$ cat config.mk
export PLATFORM = sky130hd
export DESIGN_NAME = pwm3_gen
export DESIGN_NICKNAME = d
export VERILOG_FILES = /design/src/rtl/pwm3_pkg.sv /design/src/rtl/pwm3_cmp.sv /design/src/rtl/pwm3_gen.sv
export SDC_FILE = /design/constraint.sdc
export NUM_CORES = 1
export LEC_CHECK = 0
export ABC_CLOCK_PERIOD_IN_PS = 6100
export BUFFER_PORTS_ARGS = -buffer_cell sky130_fd_sc_hd__buf_2
export CAP_MARGIN = 10
export CORE_MARGIN = 5
export CORE_UTILIZATION = 59
export CTS_CLUSTER_DIAMETER = 60
export DETAILED_ROUTE_END_ITERATION = 12
export PLACE_DENSITY = 0.8
export SLEW_MARGIN = 20
export SYNTH_ARGS = -nofsm -noshare
export SYNTH_HDL_FRONTEND = slang
export SYNTH_SLANG_ARGS = --single-unit
export TNS_END_PERCENT = 20
$ cat constraint.sdc
create_clock -name clk -period 6.1 [get_ports clk]
set_input_delay 0.915 -clock clk [delete_from_list [all_inputs] [get_ports clk]]
set_output_delay 0.915 -clock clk [all_outputs]
set_load 0.01 [all_outputs]
$ cat src/rtl/pwm3_pkg.sv
// pwm3_pkg: shared constants and state encoding for the three-phase PWM generator.
package pwm3_pkg;

  localparam int CNT_W_DEF = 12;
  localparam int NPH       = 3;
  localparam int P_MIN     = 1;

  typedef enum logic [1:0] {
    ST_IDLE = 2'd0,
    ST_UP   = 2'd1,
    ST_DOWN = 2'd2,
    ST_TRIP = 2'd3
  } state_t;

endpackage

$ cat src/rtl/pwm3_cmp.sv
// pwm3_cmp: one phase leg -- shadow/active duty pair and registered complementary compare.
module pwm3_cmp
  import pwm3_pkg::*;
#(
  parameter int CNT_W = CNT_W_DEF
) (
  input  logic             clk,
  input  logic             rst_n,
  input  logic             wr,
  input  logic             load,
  input  logic             vld_p0,
  input  logic [CNT_W-1:0] duty,
  input  logic [CNT_W-1:0] cnt,
  output logic             gh,
  output logic             gl
);

  logic [CNT_W-1:0] d_sh;
  logic [CNT_W-1:0] d_act;
  logic             hit_p0;

  // Unsigned compare; a duty at or above the half-period never drops below the carrier.
  assign hit_p0 = (cnt < d_act);

  always_ff @(posedge clk or negedge rst_n) begin
    if (!rst_n) begin
      d_sh  <= '0;
      d_act <= '0;
      gh    <= 1'b0;
      gl    <= 1'b0;
    end else begin
      if (wr) begin
        d_sh <= duty;
      end
      if (load) begin
        d_act <= d_sh;
      end
      // p0 -> p1: gate commands, forced off whenever the carrier is not running
      gh <= vld_p0 & hit_p0;
      gl <= vld_p0 & ~hit_p0;
    end
  end

endmodule

$ cat src/rtl/pwm3_gen.sv
// pwm3_gen: three-phase center-aligned PWM with valley-synchronous double-buffered updates.
// Define PWM3_TRIP_EN to add the trip_n fault input, the fault output and the TRIP state.
module pwm3_gen
  import pwm3_pkg::*;
#(
  parameter int CNT_W = CNT_W_DEF
) (
  input  logic             clk,
  input  logic             rst_n,
  input  logic             en,
  input  logic [CNT_W-1:0] period,
  input  logic [CNT_W-1:0] duty_a,
  input  logic [CNT_W-1:0] duty_b,
  input  logic [CNT_W-1:0] duty_c,
  input  logic             wr,
  output logic             upd_pend,
  output logic             sync,
  output logic [NPH-1:0]   gh,
  output logic [NPH-1:0]   gl
`ifdef PWM3_TRIP_EN
  ,
  input  logic             trip_n,
  output logic             fault
`endif
);

  state_t           state;
  state_t           state_nx;
  logic [CNT_W-1:0] cnt;
  logic [CNT_W-1:0] cnt_nx;
  logic [CNT_W-1:0] p_sh;
  logic [CNT_W-1:0] p_act;
  logic [CNT_W-1:0] p_eff;
  logic             trip_hit;
  logic             valley;
  logic             load;
  logic             vld_p0;
  logic [CNT_W-1:0] duty [NPH];

  // A zero half-period would never reach its turning point; run it as the minimum instead.
  function automatic logic [CNT_W-1:0] clamp_period(input logic [CNT_W-1:0] p);
    return (p < CNT_W'(P_MIN)) ? CNT_W'(P_MIN) : p;
  endfunction

`ifdef PWM3_TRIP_EN
  assign trip_hit = ~trip_n;
  assign fault    = (state == ST_TRIP);
`else
  assign trip_hit = 1'b0;
`endif

  assign p_eff  = clamp_period(p_act);
  assign vld_p0 = ((state == ST_UP) || (state == ST_DOWN)) && en && !trip_hit;
  assign valley = (state == ST_DOWN) && (cnt == '0) && en && !trip_hit;
  assign load   = upd_pend && ((state == ST_IDLE) || valley);

  always_comb begin
    state_nx = state;
    cnt_nx   = cnt;
    if (trip_hit) begin
      state_nx = ST_TRIP;
      cnt_nx   = '0;
    end else begin
      case (state)
        ST_IDLE: begin
          cnt_nx = '0;
          if (en) state_nx = ST_UP;
        end
        ST_UP: begin
          if (!en) begin
            state_nx = ST_IDLE;
            cnt_nx   = '0;
          end else if (cnt == p_eff - CNT_W'(1)) begin
            state_nx = ST_DOWN;
          end else begin
            cnt_nx = cnt + CNT_W'(1);
          end
        end
        ST_DOWN: begin
          if (!en) begin
            state_nx = ST_IDLE;
            cnt_nx   = '0;
          end else if (cnt == '0) begin
            state_nx = ST_UP;
          end else begin
            cnt_nx = cnt - CNT_W'(1);
          end
        end
        ST_TRIP: begin
          // Leaving a fault needs the operator to drop enable with the trip already cleared.
          cnt_nx = '0;
          if (!en) state_nx = ST_IDLE;
        end
        default: begin
          state_nx = ST_IDLE;
          cnt_nx   = '0;
        end
      endcase
    end
  end

  always_ff @(posedge clk or negedge rst_n) begin
    if (!rst_n) begin
      state <= ST_IDLE;
      cnt   <= '0;
    end else begin
      state <= state_nx;
      cnt   <= cnt_nx;
    end
  end

  // Shadow write wins over the transfer clear, so a write on the load edge stays pending.
  always_ff @(posedge clk or negedge rst_n) begin
    if (!rst_n) begin
      p_sh     <= '0;
      p_act    <= CNT_W'(P_MIN);
      upd_pend <= 1'b0;
      sync     <= 1'b0;
    end else begin
      if (wr) begin
        p_sh <= period;
      end
      if (load) begin
        p_act <= p_sh;
      end
      if (wr) begin
        upd_pend <= 1'b1;
      end else if (load) begin
        upd_pend <= 1'b0;
      end
      sync <= valley;
    end
  end

  assign duty[0] = duty_a;
  assign duty[1] = duty_b;
  assign duty[2] = duty_c;

  for (genvar i = 0; i < NPH; i++) begin : g_ph
    pwm3_cmp #(
      .CNT_W (CNT_W)
    ) u_cmp (
      .clk    (clk),
      .rst_n  (rst_n),
      .wr     (wr),
      .load   (load),
      .vld_p0 (vld_p0),
      .duty   (duty[i]),
      .cnt    (cnt),
      .gh     (gh[i]),
      .gl     (gl[i])
    );
  end

endmodule

==> results.json <==
{
  "status": "finished, final reports clean",
  "initial_utilization_pct": 60.2,
  "clk_pin_slew_worst_paths_ns": 0.06,
  "power_density_nw_per_um2": 443,
  "cp.arrival_ns": 4.61,
  "crit_chain": "nor3_1, a31oi_1, ha_1, nor2b_1, a2111oi_0, a31oi_1, a31o_1, nor4_4, nor2_2, a221o_1",
  "antenna_found_initial": 0,
  "post-synth-top-count-cell": "dfrtp_1",
  "syn-instance-count": 566,
  "wl_um": 13500,
  "timing.fmax_mhz": 237,
  "rows": 38,
  "ios": 60,
  "hold_viol": 0,
  "cts_tree": "built",
  "grt_max_degree": 72,
  "synth_area_per_cell_sq_um": 11.5,
  "critical_path.slowest_cell": "nor4_4",
  "ir_drop_mv": 0.342,
  "drv_slew": 0,
  "cp_common_cell": "a31oi_1",
  "grt_pass1_wl_um": 22400,
  "worst_path_largest_cell_delay_ns": 0.78,
  "nets": 706,
  "end_kind": "flip-flop",
  "hold_buffers": 0,
  "portBuffers": 59,
  "synth_ff_type": "dfrtp_1",
  "cts.htree.levels": 4,
  "synth_common_cells": "117 x dfrtp_1, 76 x mux2_2, 43 x ha_1",
  "cts_sinks": 118,
  "clockBufferDepth": 2,
  "vias": 4486,
  "synth_fp_nets": 661,
  "ant_nets": 0,
  "synth_edf_count": 0,
  "ys_seq_area_share_pct": 45.3,
  "synth.top_cell.area_share_pct": 44.9,
  "yosys-top-cells-area": "dfrtp_1 45%, mux2_2 13%, ha_1 8.2%",
  "maxCapViolCount": 0,
  "slew_headroom_pct": 41.6,
  "setup_viol": 0,
  "crit_required_ns": 6.50,
  "grt-ovfl-total": 0,
  "postSynth.asyncResetShare_pct": 100,
  "crit_type": "flip-flop to flip-flop",
  "r2r_slack_ns": 1.89,
  "area_growth_pct": 13.5,
  "drtIter0Drc": 249,
  "fin_crit_ns": 4.21,
  "max_slew.worst_pin.slew_ns": 0.870,
  "cts_root_buf": "clkbuf_8",
  "gp_congestion": 0.867,
  "hold_class": "input port to asynchronous set/reset pin",
  "grt_usage_pct": 21.8,
  "tns_ns": 0,
  "ys_ff_latch": 118,
  "drive_gt1_share_pct": 33.1,
  "rsz0062_at_grt": "no",
  "skew_ns": 0.00785,
  "crit_fanout": 16,
  "die_w_um": 115,
  "synth_largest_area_cell": "dfrtp_1",
  "cts_buffers": 17,
  "cts_setup_buffers": 0,
  "dieArea_sq_um": 13300,
  "p_leak_nw": 3.61,
  "ys_warn_count": 0,
  "cts_resized": 0,
  "drcViolationCount": 0,
  "period_share_pct": 69.0,
  "dp_hpwl_um": 9380,
  "worstSetupStartpointType": "flip-flop",
  "via_per_inst": 5.88,
  "diodes": 0,
  "routedWlPerCell_um": 17.7,
  "post-place-ws_ns": 1.99,
  "clk_latency_ns": 0.52,
  "final.setup.worst_slack_ns": 1.89,
  "die_h_um": 115,
  "core-area_sq_um": 10800,
  "first_pass_iters": 4,
  "grt_pass1_vias": 4574,
  "synthDistinctLibCells": 69,
  "syn_area_sq_um": 6520
}
cell usage in the layout, fill, tap and decap left out, drive strengths merged, types with 6 or more instances in the layout:
master and n:
a211o 6, a21o 12, a21oi 16, a31oi 10, and3 7, buf 62, clkbuf 22, clkinv 7
dfrtp 117, ha 43, inv 41, mux2 96, nand2 25, nand2b 9, nand3 9, nor2 19
nor3 12, nor4 8, o211ai 6, o21ai 17, xnor2 6
through the flow:
stage	cell area, sq um	std cells	hold slack (ns)	total power [mW]	util (%)
6_report	7400	763	0.400	3.28	68.3
5_1_grt	7400	763	0.439	3.49	68.3
4_1_cts	7380	762	0.399	3.30	68.1
3_5_place_dp	6820	731	0.491	2.34	62.9
3_3_place_gp	6820	731	0.484	2.29	62.9
2_1_floorplan	6520	566	0.477	2.10	-
final cells by class:
type | count | area (sq um)
clock buffers | 22 | 463
clock inverters | 9 | 101
fillers | 779 | 3440
inverters | 42 | 159
multi-input cells | 370 | 3220
flip-flops and latches | 118 | 2950
well taps | 140 | 175
repair buffers | 62 | 333
sequential cells by signal (all words and copies together), names as in the netlist:
name,count
p_sh,12
g_ph.u_cmp.gl,3
sync,1
upd_pend,1
g_ph.u_cmp.d_act,36
p_act,12
g_ph.u_cmp.d_sh,36
state,2
cnt,12
g_ph.u_cmp.gh,3
logic make-up (layout without fill, tap and decap cells):
logic type      Yosys count  count (layout)  share of synthesized area (%)
flops                   118             118                           45.3
simple gates            114             114                           10.0
compound gates          103             103                           11.3
mux                      99              99                           18.2
buf+inv                  78             135                           5.52
fa+ha+maj                43              43                           8.25
xor+xnor                 11              11                           1.48
final timing paths:
path | endpoint | cells after the start | start
max | cnt[5] | 10 | p_act[3]
min | p_sh[10] | 1 | rst_n
max reg2reg | cnt[5] | 10 | p_act[3]
min reg2reg | p_act[6] | 1 | p_sh[6]
max in group asynchronous | g_ph[1].u_cmp.d_act[2] | 2 | rst_n
min in group clk | p_act[6] | 1 | p_sh[6]
where the power goes:
group / total (mW) / internal [mW] / switching [mW]
logic: 1.10 / 0.587 / 0.509
clock network: 0.942 / 0.607 / 0.334
registers: 1.24 / 1.01 / 0.235
layer usage:
metal	GRT usage, %	routed length [um]	up-vias
li1	-	-	2136
met1	27.4	5780	2199
met2	36.5	6810	130
met3	5.95	720	21
met4	7.67	224	0
met5	0	0	-
critical path: cells and delay by family, from the launching register on:
family,cells,cell delay (ns)
AO/OA/AOI/OAI,5,1.44
AND/OR/NAND/NOR,4,1.89
flip-flops,1,0.44
adder cells (fa/ha/maj),1,0.32
Power figures use the tool's default switching activity.
